## config.mk

```make
export PLATFORM = sky130hd
export DESIGN_NAME = mem_sched_flat
export DESIGN_NICKNAME = d
export VERILOG_FILES = /design/src/rtl/mem_sched_if.sv /design/src/rtl/mem_sched.sv /design/src/flat_wrapper.sv
export SDC_FILE = /design/constraint.sdc
export NUM_CORES = 1
export LEC_CHECK = 0
export ABC_AREA = 1
export CORE_MARGIN = 5
export CORE_UTILIZATION = 38
export CTS_BUF_LIST = sky130_fd_sc_hd__clkbuf_4 sky130_fd_sc_hd__clkbuf_8 sky130_fd_sc_hd__clkbuf_16
export CTS_CLUSTER_SIZE = 20
export DETAILED_ROUTE_END_ITERATION = 8
export PLACE_DENSITY = 0.82
export SYNTH_ARGS = -nofsm -noshare
export SYNTH_HDL_FRONTEND = slang
export SYNTH_SLANG_ARGS = --single-unit
```

## constraint.sdc

```tcl
create_clock -name CLK -period 1.88 [get_ports CLK]
set_input_delay 0.376 -clock CLK [delete_from_list [all_inputs] [get_ports CLK]]
set_output_delay 0.376 -clock CLK [all_outputs]
set_load 0.02 [all_outputs]
```

## src/rtl/mem_sched_if.sv

```systemverilog
`default_nettype none
// ============================================================================
// Module   : mem_sched_if
// Purpose  : Bundles the instruction port, data port and RAM port of the
//            memory scheduler. The slave modport is the scheduler's view; the
//            master modport is the view of the requesters and the RAM model.
// Revision : 1.0 - initial release
// ============================================================================
interface mem_sched_if;
  logic        iREN;
  logic [31:0] iaddr;
  logic [31:0] iload;
  logic        iwait;
  logic        dREN;
  logic        dWEN;
  logic [31:0] daddr;
  logic [31:0] dstore;
  logic [31:0] dload;
  logic        dwait;
  logic        ramREN;
  logic        ramWEN;
  logic [31:0] ramaddr;
  logic [31:0] ramstore;
  logic [31:0] ramload;
  logic        ramready;
  logic        err;

  modport slave (
    input  iREN, iaddr, dREN, dWEN, daddr, dstore, ramload, ramready,
    output iload, iwait, dload, dwait, ramREN, ramWEN, ramaddr, ramstore, err
  );

  modport master (
    output iREN, iaddr, dREN, dWEN, daddr, dstore, ramload, ramready,
    input  iload, iwait, dload, dwait, ramREN, ramWEN, ramaddr, ramstore, err
  );
endinterface
`default_nettype wire

```

## src/rtl/mem_sched.sv

```systemverilog
`default_nettype none
// ============================================================================
// Module   : mem_sched
// Purpose  : Arbitrates one shared RAM between an instruction fetch port and
//            a data port. Data has priority, but after DMAX consecutive data
//            grants with a fetch pending the fetch is forced through. Each
//            access is bounded by a TIMEOUT-cycle watchdog with a sticky err.
// Revision : 1.0 - initial release
// ============================================================================
module mem_sched #(
  parameter int DMAX    = 4,
  parameter int TIMEOUT = 15
) (
  input  wire logic  CLK,
  input  wire logic  RST,
  mem_sched_if.slave bus
);

  localparam logic [1:0] c_IDLE = 2'd0;
  localparam logic [1:0] c_IACC = 2'd1;
  localparam logic [1:0] c_DACC = 2'd2;

  localparam int c_SW = $clog2(DMAX + 1);
  localparam int c_TW = $clog2(TIMEOUT + 1);
  localparam logic [c_SW-1:0] c_DMAX_V    = c_SW'(DMAX);
  localparam logic [c_TW-1:0] c_TIMEOUT_V = c_TW'(TIMEOUT);

  logic [1:0]      r_state;
  logic [1:0]      w_next;
  logic [c_SW-1:0] r_starve;
  logic [c_TW-1:0] r_tcnt;
  logic [31:0]     r_addr;
  logic [31:0]     r_store;
  logic            r_wr;
  logic            r_err;

  logic w_idle;
  logic w_access;
  logic w_dreq;
  logic w_grant_i;
  logic w_grant_d;
  logic w_timeout;

  assign w_idle    = (r_state == c_IDLE);
  assign w_access  = !w_idle;
  assign w_dreq    = bus.dREN | bus.dWEN;
  // The fetch wins when nothing else wants the RAM, or when it has been starved.
  assign w_grant_i = w_idle & bus.iREN & (!w_dreq | (r_starve == c_DMAX_V));
  assign w_grant_d = w_idle & w_dreq & !w_grant_i;
  // A completion arriving in the last allowed cycle still counts as success.
  assign w_timeout = w_access & !bus.ramready & (r_tcnt == c_TIMEOUT_V);

  // State register.
  always_ff @(posedge CLK) begin
    if (RST) r_state <= c_IDLE;
    else     r_state <= w_next;
  end

  // Next-state: grant from IDLE, return to IDLE on completion or timeout.
  always_comb begin
    w_next = r_state;
    case (r_state)
      c_IDLE: begin
        if (w_grant_i)      w_next = c_IACC;
        else if (w_grant_d) w_next = c_DACC;
      end
      c_IACC, c_DACC: begin
        if (bus.ramready || w_timeout) w_next = c_IDLE;
      end
      default: w_next = c_IDLE;
    endcase
  end

  // Grant-time latching, starvation counting, watchdog and sticky error.
  always_ff @(posedge CLK) begin
    if (RST) begin
      r_addr   <= '0;
      r_store  <= '0;
      r_wr     <= 1'b0;
      r_starve <= '0;
      r_tcnt   <= '0;
      r_err    <= 1'b0;
    end else begin
      if (w_grant_i) begin
        r_addr   <= bus.iaddr;
        r_store  <= '0;
        r_wr     <= 1'b0;
        r_starve <= '0;
        r_tcnt   <= '0;
      end else if (w_grant_d) begin
        r_addr  <= bus.daddr;
        r_store <= bus.dstore;
        r_wr    <= bus.dWEN;
        r_tcnt  <= '0;
        if (!bus.iREN)                r_starve <= '0;
        else if (r_starve != c_DMAX_V) r_starve <= r_starve + 1'b1;
      end else if (w_access && !bus.ramready && (r_tcnt != c_TIMEOUT_V)) begin
        r_tcnt <= r_tcnt + 1'b1;
      end
      if (w_timeout) r_err <= 1'b1;
    end
  end

  // Outputs: RAM strobes from latched state only, requester status/data.
  always_comb begin
    bus.ramREN   = 1'b0;
    bus.ramWEN   = 1'b0;
    bus.ramaddr  = '0;
    bus.ramstore = '0;
    bus.iload    = '0;
    bus.dload    = '0;
    bus.iwait    = bus.iREN;
    bus.dwait    = w_dreq;
    bus.err      = r_err;
    case (r_state)
      c_IACC: begin
        bus.ramREN   = 1'b1;
        bus.ramaddr  = r_addr;
        bus.ramstore = r_store;
        if (bus.ramready) begin
          bus.iwait = 1'b0;
          bus.iload = bus.ramload;
        end else if (w_timeout) begin
          bus.iwait = 1'b0;
          bus.iload = 32'hFFFF_FFFF;
        end
      end
      c_DACC: begin
        bus.ramREN   = !r_wr;
        bus.ramWEN   = r_wr;
        bus.ramaddr  = r_addr;
        bus.ramstore = r_store;
        if (bus.ramready) begin
          bus.dwait = 1'b0;
          bus.dload = bus.ramload;
        end else if (w_timeout) begin
          bus.dwait = 1'b0;
          bus.dload = 32'hFFFF_FFFF;
        end
      end
      default: ;
    endcase
  end

endmodule
`default_nettype wire

```

## src/flat_wrapper.sv

```systemverilog
// flat-port wrapper written by rule: the top's interface ports become plain ports
module mem_sched_flat 
#(
  parameter int DMAX    = 4,
  parameter int TIMEOUT = 15
)
  (CLK, RST, bus_iREN, bus_iaddr, bus_dREN, bus_dWEN, bus_daddr, bus_dstore, bus_ramload, bus_ramready, bus_iload, bus_iwait, bus_dload, bus_dwait, bus_ramREN, bus_ramWEN, bus_ramaddr, bus_ramstore, bus_err);
  mem_sched_if bus_i ();
  input  wire logic CLK;
  input  wire logic RST;
  input wire logic [$bits(bus_i.iREN)-1:0] bus_iREN;
  input wire logic [$bits(bus_i.iaddr)-1:0] bus_iaddr;
  input wire logic [$bits(bus_i.dREN)-1:0] bus_dREN;
  input wire logic [$bits(bus_i.dWEN)-1:0] bus_dWEN;
  input wire logic [$bits(bus_i.daddr)-1:0] bus_daddr;
  input wire logic [$bits(bus_i.dstore)-1:0] bus_dstore;
  input wire logic [$bits(bus_i.ramload)-1:0] bus_ramload;
  input wire logic [$bits(bus_i.ramready)-1:0] bus_ramready;
  output wire logic [$bits(bus_i.iload)-1:0] bus_iload;
  output wire logic [$bits(bus_i.iwait)-1:0] bus_iwait;
  output wire logic [$bits(bus_i.dload)-1:0] bus_dload;
  output wire logic [$bits(bus_i.dwait)-1:0] bus_dwait;
  output wire logic [$bits(bus_i.ramREN)-1:0] bus_ramREN;
  output wire logic [$bits(bus_i.ramWEN)-1:0] bus_ramWEN;
  output wire logic [$bits(bus_i.ramaddr)-1:0] bus_ramaddr;
  output wire logic [$bits(bus_i.ramstore)-1:0] bus_ramstore;
  output wire logic [$bits(bus_i.err)-1:0] bus_err;
  assign bus_i.iREN = bus_iREN;
  assign bus_i.iaddr = bus_iaddr;
  assign bus_i.dREN = bus_dREN;
  assign bus_i.dWEN = bus_dWEN;
  assign bus_i.daddr = bus_daddr;
  assign bus_i.dstore = bus_dstore;
  assign bus_i.ramload = bus_ramload;
  assign bus_i.ramready = bus_ramready;
  assign bus_iload = bus_i.iload;
  assign bus_iwait = bus_i.iwait;
  assign bus_dload = bus_i.dload;
  assign bus_dwait = bus_i.dwait;
  assign bus_ramREN = bus_i.ramREN;
  assign bus_ramWEN = bus_i.ramWEN;
  assign bus_ramaddr = bus_i.ramaddr;
  assign bus_ramstore = bus_i.ramstore;
  assign bus_err = bus_i.err;
  mem_sched #(.DMAX(DMAX), .TIMEOUT(TIMEOUT)) u_core (.CLK(CLK), .RST(RST), .bus(bus_i));
endmodule
```

* Word-level counts from Yosys, hierarchy flattened *
Cells that the tools add are included.

word-level totals
  register bits = 75
  bits in latches = 0
  bits in writable memories = 0
  ROM bits = 0
  bits of input ports = 134
  output and inout bits = 133
  word-level logic and storage cells = 63
  memories = 0

operators by class
  $add $sub $neg = 2
  multipliers = 0
  div/mod/pow operators = 0
  order comparisons = 0
  equality and inequality tests = 9
  shift-type cells = 0
  multiplexer cells = 22
  bitwise gates (word level) = 8
  reduce and logical (&&, ||, !) cells = 15

operators with widths
  kind                                                                     number
  32-bit 2-to-1 mux                                                        8
  1-bit 2-to-1 mux                                                         7
  1-bit bitwise AND                                                        6
  2-bit 2-to-1 mux                                                         3
  3-bit 2-to-1 mux                                                         2
  3-bit inequality test, second input constant                             2
  1-bit logical NOT                                                        5
  4-bit by 1-bit adder with 4-bit output, second input constant            1
  4-bit == test, second input constant                                     1
  2-bit by 1-bit inequality test with 1-bit output, second input constant  2
  4-bit inequality test, second input constant                             1
  2-bit one-hot mux with 2 select lines                                    1
  2-bit AND reduction                                                      2
  2-bit OR reduction                                                       2
  3-bit by 1-bit adder with 3-bit output, second input constant            1
  3-bit == test, second input constant                                     1
  3-bit OR reduction                                                       1
  2-bit by 1-bit == test with 1-bit output, second input constant          1
  2-bit == test, second input constant                                     1
  1-bit logical AND                                                        2
  2-bit logical NOT                                                        1
  1-bit OR                                                                 2
  1-bit one-hot mux with 2 select lines                                    1
  2-bit nonzero test                                                       1
  1-bit logical OR                                                         1

* Logic depth before layout (Yosys ltp) *
Gate-level depths: netlist of the first run.

  depth in word-level cells = 9
  depth in mapped cells = 10
  depth with buffers taken out = 9

* Worst setup path after synthesis of the first run *
No wires, ideal clock.

  kind = register to output
  start point = register u_core.r_state[0]
  end point = output bus_dload[10]
  arrival time = 1.612 ns
  data required time = 1.504 ns
  path slack = -0.108 ns
  cell stages (with the launch flop) = 8
  path buffers = 2
  cell sequence = dfxtp_1 > inv_1 > ha_1 > nor2_1 > nand2_1 > buf_2 > clkbuf_1 > a21oi_1

between the ends
  longest elaborated chain between the ends = 7
  elaborated cells on any way between the ends = 8
  those cells by class = eq/ne: 1; mux: 3; bitwise: 2; reduce/logical: 2

RTL lines
  element                         line                source
  start, declared                 mem_sched.sv:28     logic [1:0] r_state;
  start signal, assigned          mem_sched.sv:55     if (RST) r_state <= c_IDLE;
  start signal, assigned          mem_sched.sv:56     else r_state <= w_next;
  2-bit logical NOT               mem_sched.sv:44     assign w_idle = (r_state == c_IDLE);
  1-bit logical NOT               mem_sched.sv:45     assign w_access = !w_idle;
  1-bit bitwise AND (2 in a row)  mem_sched.sv:51     assign w_timeout = w_access & !bus.ramready & (r_tcnt == c_TIMEOUT_V);
  32-bit 2-to-1 mux               mem_sched.sv:136    end else if (w_timeout) begin
  32-bit 2-to-1 mux               mem_sched.sv:133    if (bus.ramready) begin
  32-bit 2-to-1 mux *             mem_sched.sv:115    case (r_state)
  end, declared                   flat_wrapper.sv:21  output wire logic [$bits(bus_i.dload)-1:0] bus_dload;

Mark *: on every way between the ends. The rest lies on a longest branch, timed or not.

* Worst setup path after layout of the first run *
  start point = register u_core.r_state[1]
  end point = output bus_iload[5]

between the ends
  longest elaborated chain between the ends = 7
  elaborated cells on any way between the ends = 8
  those cells by class = eq/ne: 1; mux: 3; bitwise: 2; reduce/logical: 2

RTL lines
  element                         line                source
  2-bit logical NOT               mem_sched.sv:44
  1-bit logical NOT               mem_sched.sv:45
  1-bit bitwise AND (2 in a row)  mem_sched.sv:51
  32-bit 2-to-1 mux               mem_sched.sv:123    end else if (w_timeout) begin
  32-bit 2-to-1 mux               n/a
  32-bit 2-to-1 mux *             mem_sched.sv:115
  end, declared                   flat_wrapper.sv:19  output wire logic [$bits(bus_i.iload)-1:0] bus_iload;

Marks and branches as above.

==> impl_results.md, run 1 <==
* Via count of the routed design at 5,953
* Area leader, netlist: dfxtp_1
* Syn. warnings at 0
* PwrDens at around 630 nW/µm²
* I/O pin count at 267
* Layout Utilization at 0.8146
* Drt total wl at 20,600 µm
* Failing checks: negative setup slack
* Drc violations at 0
* Number of routed nets with antenna violations at 0
* Skew final at 0.01195 ns
* H-tree depth at 3
* Mapped Avg Cell Area at 5.861 µm²
* Sw Share at 0.3522
* Clock-pin slew on the worst setup and hold paths at approximately 0.07 ns
* Slew HR at 0.8091
* Combinational share of power at 0.384
* Area share of the leading cell type in the synthesized netlist at 0.3416
* Fin. max-slew vios at 0
* Clock Tree Root: clkbuf_16
* WL per Instance at 17.05 µm
* Worst Setup End Kind: output port
* Most common cell after layout, fill and taps aside: nand2_1
* R2R Setup Slk at 0.03 ns
* Chip width at 117.6 µm
* Critical path data required time at around 1.5 ns
* Post-Syn Instances at 750
* Pin count of the biggest net entering global routing at 48
* Hpwl dp at approximately 11,000 µm
* Most frequent cells in the layout: nand2_1, clkdlybuf4s50_1, buf_6
* Global-route wire length before repair at 26,120 µm
* Synth area leaders: dfxtp_1, nand2_1, inv_1
* Hold Crit Start: u_core.bus.err
* Vias in the first global route at 5,344
* Area Overhead vs Synth at 110.7%
* Unrepaired setup endpoints after global routing: yes
* Cts bufs inserted at 9
* Die Ht at 117.6 µm
* FF-to-FF Start: u_core.r_state[1]
* IO Port Bufs at 266
* CP Class: register to output port
* # nets final at 1,200
* Diode count at 0
* Gr ovfl total at 0
* Worst Reg-to-Reg Cells at 11
* Sink Count at 75
* Cell Area, Synth at between 4000 and 5000 µm²
* CP max FO at 8
* Hold path endpoint: u_core.bus.err
* GRT Overall Usage at 0.2251
* #FFs+latches synth at 75
* Clock power frac at 0.287
* Layout cells sized above 1 at 0.4019
* Seq/Total Area, Yosys at 0.3416
* Final setup violation count at 130
* Total die area at 13,820 µm²
* Hold WC Path Type: register to register
* GPL Wtd Cong at between 0.8 and 0.9
* Initial Util at 0.3866
* Vias per cell at 4.928
* Post-synthesis cell type count at 19
* FP Rows at 39
* CORE AREA at about 11,000 µm²
* Status: finished, violations left
* Worst setup path start: u_core.r_state[1]
* Crit path launch type: register
* Syn Nets at 890
* FMAX at between 400 and 500 MHz
* Max_cap viols at 0
* Critical path arrival at 1.87 ns
* Leakage at 5.215 nW
* Cell Count, Final, Fillers Out at ~1.2k
* Pin slew with the least headroom to its limit at 0.2861 ns
* Worst-skew pair later-pin latency at 0.33 ns
* Placed cell count at 1,161
* Pint at roughly 3.8 mW
* Final critical-path share of the clock period at 1.195
* Hold violation count in the final report at 0
* Seq pwr share at 0.329
* DRC marker count from the first detailed-route iteration at 429
* Crit Reg-Reg Endpoint: u_core.r_state[1]
* Initial antenna violation count at 0
* P_sw at approximately 2 mW
* Clk buf depth at 2
* PnR worst setup slack at -0.3667 ns
* Crit path time final at 2.247 ns
* Worst hold path stage count at 2
* Max IR drop VDD at 472.6 µV
* Initial DRT Pass Iterations at 6
* Cts hold-fix bufs at 0
* CTS tree: done
==> cell families (layout without fill, tap and decap cells) <==
group,after synthesis,in the layout,synth area share
flip-flops,75,75,0.3416
buffers and inverters,224,539,0.2018
XOR/XNOR,2,2,0.003986
AND/OR/NAND/NOR,300,300,0.2696
AO/OA/AOI/OAI,143,143,0.1660
adder cells (fa/ha/maj),6,6,0.01708
==> synthesized netlist by cell type <==
master    number
nand2_1      249
inv_1        175
a21oi_1      107
dfxtp_1       75
nand3_1       39
o21ai_0       34
buf_2         22
clkbuf_1      14
nor2_1         8
buf_1          6
ha_1           6
inv_2          4
buf_6          2
nand2_2        2
nor2_2         2
xor2_1         2
a21oi_4        1
buf_4          1
o21a_1         1
==> per-layer routing <==
| layer | global-route usage | wire (µm) |
|---|---|---|
| met1 | 0.2427 | 7329 |
| met2 | 0.4038 | 10720 |
| met3 | 0.08169 | 1737 |
| met4 | 0.07814 | 807 |
| met5 | 0 | 0 |
==> registers in the layout (all words and copies together) (netlist names) <==
name,count
u_core.r_starve,3
u_core.r_addr,32
u_core.r_store,32
u_core.r_state,2
u_core.bus.err,1
u_core.r_wr,1
u_core.r_tcnt,4
==> layout make-up <==
cell class                 count  area (µm²)
clock buffer                   9       225.2
multi-input combinational    451        2894
timing repair buffer         344        3725
inverter                     179       671.9
sequential                    75        1506
clock inverter                 7       60.06
fill                         674        2108
tap                          143       178.9
==> worst max-delay path, stage by stage, from the launching register on <==
cell,delay (ns)
dfxtp_2,0.35
inv_2,0.06
ha_4,0.17
nor2_4,0.12
nand2_4,0.10
nand2_8,0.10
nand2_4,0.08
clkbuf_16,0.18
a21oi_1,0.19
buf_4,0.19
==> stage by stage <==
step | area, µm² | power [mW] | worst slack [ns] | hold WS, ns | setup TNS (ns)
after floorplan | 4422 | 2.635 | -0.1075 | 0.4377 | -5.702
after detailed placement | 7528 | 3.441 | -0.7742 | 0.4461 | -65.18
final | 9261 | 5.798 | -0.3667 | 0.4527 | -21.70
after global routing | 9261 | 6.053 | -0.4302 | 0.4892 | -28.35
after CTS | 8025 | 5.319 | -0.2167 | 0.4551 | -16.81
after global placement | 7528 | 3.419 | -0.7162 | 0.4371 | -59.13
==> how the worst max path moves through the flow <==
stage,end,slack (ns),cells after the start
after CTS,bus_iload[22],-0.22,9
after detailed placement,bus_iload[14],-0.77,7
after global placement,bus_dload[6],-0.72,7
final,bus_iload[5],-0.37,9
after global routing,bus_iload[5],-0.43,9
after floorplan,bus_dload[10],-0.11,7
==> power groups by stage <==
stage	logic, mW	clock network (mW)	registers, mW
floorplan	0.798	0	1.84
global placement	1.57	0	1.85
detailed placement	1.59	0	1.85
CTS	1.81	1.68	1.82
global route	2.37	1.76	1.92
finish	2.22	1.67	1.91
==> what timing repair did <==
item,CTS,global route
gates cloned,6,7
endpoints found under the setup margin,132,132
setup buffers,11,11
pin swaps,5,70
resized for setup,722,344
No activity file was read; power rests on OpenSTA's default activity.
==> inputs of run 2 (changes only) <==
--- a/config.mk
+++ b/config.mk
@@ -9,6 +9,7 @@
 export CORE_MARGIN = 5
 export CORE_UTILIZATION = 38
 export CTS_BUF_LIST = sky130_fd_sc_hd__clkbuf_4 sky130_fd_sc_hd__clkbuf_8 sky130_fd_sc_hd__clkbuf_16
+export CTS_CLUSTER_DIAMETER = 80
 export CTS_CLUSTER_SIZE = 20
 export DETAILED_ROUTE_END_ITERATION = 8
 export PLACE_DENSITY = 0.82
==> results of run 2 <==
Same layout as run 1: the final DEF is identical, and so are final timing and power.
==> inputs of run 3 (changes only) <==
--- a/config.mk
+++ b/config.mk
@@ -6,7 +6,6 @@
 export NUM_CORES = 1
 export LEC_CHECK = 0
 export ABC_AREA = 1
-export CORE_MARGIN = 5
 export CORE_UTILIZATION = 38
 export CTS_BUF_LIST = sky130_fd_sc_hd__clkbuf_4 sky130_fd_sc_hd__clkbuf_8 sky130_fd_sc_hd__clkbuf_16
 export CTS_CLUSTER_DIAMETER = 80
==> run 3 against run 2 <==
Worst hold slack got worse by 0.0043 ns. Sequential share of layout area grew 0.12 points. Cell count rose by 0.91%. Register-to-register slack worse by 0.07 ns. Largest cell class unchanged. The flow still finishes with violations (negative setup slack). Clock power grew 14%.
==> impl_results.md, run 3 (same netlist as run 1, synthesis figures left out) <==
* Critical path's slowest cell: dfxtp_2
* Status: finished, violations left
* CP max FO at 24 (+16)
* PnR worst setup slack at -0.4281 ns (-0.06134 ns)
* Failing checks: negative setup slack
* R2R Setup Slk at -0.04 ns (-0.07 ns)
* Diode count at 0 (unchanged)
* Unrepaired setup endpoints after global routing: yes
* Max IR drop VDD at 495.5 µV (+4.8%)
* Layout cells sized above 1 at 0.4078 (+0.005907)
* Pin count of the biggest net entering global routing at 44 (-8.3%)
* GRT Overall Usage at 0.2727 (+0.04755)
* Skew final at 0.01547 ns (+0.003522 ns)
* Clk buf depth at 2 (unchanged)
* Global-route wire length before repair at 25,320 µm (-3.1%)
* Sink Count at 75 (unchanged)
* Hold_ws at 0.4485 ns (-0.004254 ns)
* Cts hold-fix bufs at 0 (unchanged)
* FMAX at 433.3 MHz (-2.7%)
* CP Class: register to output port
* Area of the multi-input gates at 2705 µm² (-6.5%)
* Total die area at 12,000 µm² (-13%)
* Worst Setup End Kind: output port
* CORE AREA at 11,030 µm² (-3.0%)
* FF/Latch Area at 1506 µm² (unchanged)
* Worst setup path start: u_core.r_state[1]
* Crit path largest cell delay at 0.34 ns (about the same)
* CTS tree: done
* FP Rows at 38 (-2.6%)
* WL per Instance at 16.88 µm (-0.99%)
* P_sw at 2.037 mW (-0.23%)
* Critical path arrival at 1.93 ns (+0.06 ns)
* GPL Wtd Cong at 0.8307 (-1.7%)
* Most common cell after layout, fill and taps aside: nand2_1
* Combinational share of power at 0.382 (-0.002)
* Worst-skew pair later-pin latency at 0.34 ns (about the same)
* Total power at 6.157 mW (+6.2%)
* Max_cap viols at 0 (unchanged)
* Seq pwr share at 0.309 (-0.020)
* Clock power frac at 0.309 (+0.022)
* Vias per cell at 4.912 (-0.32%)
* Clock-pin slew on the worst setup and hold paths at 0.06 ns (about the same)
* Via count of the routed design at 5,988 (+0.59%)
* Clock Tree Root: clkbuf_16
* Initial Util at 0.3985 (+0.01188)
* IO Port Bufs at 266 (unchanged)
* Pint at 4.120 mW (+9.7%)
* Initial antenna violation count at 0 (unchanged)
* Hpwl dp at 10,630 µm (-6.4%)
* Pin slew with the least headroom to its limit at 0.3895 ns (+0.1033 ns)
* Vias in the first global route at 5,350 (+0.11%)
* # nets final at 1,214 (+1.2%)
* Top flop regs: u_core.r_addr (32), u_core.r_store (32), u_core.r_tcnt (4)
* FF-to-FF Start: u_core.r_state[1]
* I/O pin count at 267 (unchanged)
* Leakage at 5.164 nW (-0.97%)
* Number of routed nets with antenna violations at 0 (unchanged)
* Initial DRT Pass Iterations at 5 (-1)
* Most frequent cells in the layout: nand2_1, clkdlybuf4s50_1, inv_1
* Chip width at 109.6 µm (-6.8%)
* Die Ht at 109.6 µm (-6.8%)
* Drc violations at 0 (unchanged)
* Gr ovfl total at 0 (unchanged)
* Crit-path cells: inv_2 -> ha_4 -> nor2_4 -> nand2_4 -> buf_4 -> a21oi_2 -> buf_2
* Worst Reg-to-Reg Cells at 9 (-2)
* Cts bufs inserted at 9 (unchanged)
* Area Overhead vs Synth at 109.2%
* Hold WC Path Type: register to register
* Sw Share at 0.3309 (-0.02134)
* Critical path data required time at 1.50 ns (about the same)
* Hold violation count in the final report at 0 (unchanged)
* CP endpoint: bus_iload[5]
* DRC marker count from the first detailed-route iteration at 395 (-7.9%)
* Fin. max-slew vios at 0 (unchanged)
* H-tree depth at 3 (unchanged)
* Worst Setup Slack post-DPL at -0.7888 ns (-0.01454 ns)
* Crit path launch type: register
* Drt total wl at 20,580 µm (about the same)
* Crit path time final at 2.308 ns (+0.06134 ns)
* Final setup violation count at 134 (+3.1%)
* Fillers at 640 (-5.0%)
* Final critical-path share of the clock period at 1.228 (+0.03263)
* Crit Reg-Reg Endpoint: u_core.r_store[24]
* PwrDens at 669.7 nW/µm² (+7.0%)
* Slew HR at 0.7404 (-0.06869)
-- run 3: cell type report --
class,count,share of cell area
clock buffers,10,0.02531
clock inverters,6,0.009799
inverters,179,0.07335
multi-input cells,451,0.2942
flip-flops and latches,75,0.1639
well taps,140,0.01905
repair buffers,358,0.4144
-- run 3: what timing repair did --
item	4_1_cts	5_1_grt
pin swaps	16	44
gates resized for setup	802	228
cloned	7	3
setup buffers	19	17
endpoints found under the setup margin	132	138
-- run 3: worst min path at each step --
| stage | slack [ns] | to | startpoint | depth (start not counted) |
|---|---|---|---|---|
| floorplan | 0.44 | u_core.r_store[0] | u_core.r_store[0] | 2 |
| global placement | 0.44 | u_core.bus.err | u_core.bus.err | 2 |
| detailed placement | 0.44 | u_core.bus.err | u_core.bus.err | 2 |
| CTS | 0.45 | u_core.bus.err | u_core.bus.err | 2 |
| global route | 0.48 | u_core.bus.err | u_core.bus.err | 2 |
| finish | 0.45 | u_core.bus.err | u_core.bus.err | 2 |
-- run 3: metal layers --
layer / track usage / up-vias / part of all wire
li1: - / 2888 / -
met1: 0.2834 / 2749 / 0.35
met2: 0.5099 / 279 / 0.51
met3: 0.08299 / 72 / 0.089
met4: 0.1048 / 0 / 0.044
met5: 0 / - / 0
-- run 3: power by group through the flow --
stage	Sequential (mW)	Clock [mW]	Combinational (mW)
6_report	1.90	1.90	2.35
5_1_grt	1.92	1.98	2.50
4_1_cts	1.82	1.91	1.87
3_5_place_dp	1.85	0	1.59
3_3_place_gp	1.85	0	1.57
2_1_floorplan	1.84	0	0.798
-- run 3: critical path, delay by kind of cell (launching register included) --
| kind | cells | cell delay, ns |
|---|---|---|
| AOI/OAI and AO/OA | 1 | 0.32 |
| adders and majority gates | 1 | 0.17 |
| and+or+nand+nor | 2 | 0.21 |
| buffers and inverters | 3 | 0.55 |
| DFF | 1 | 0.34 |
-- run 3: stage by stage --
stage / utilization / cells / instance area [µm²] / setup TNS (ns)
CTS: 0.7619 / 1202 / 8404 / -16.06
global placement: 0.6860 / 1160 / 7567 / -62.01
global route: 0.8335 / 1219 / 9194 / -31.44
finish: 0.8335 / 1219 / 9194 / -24.98
detailed placement: 0.6860 / 1160 / 7567 / -66.96
floorplan: - / 750 / 4422 / -5.702
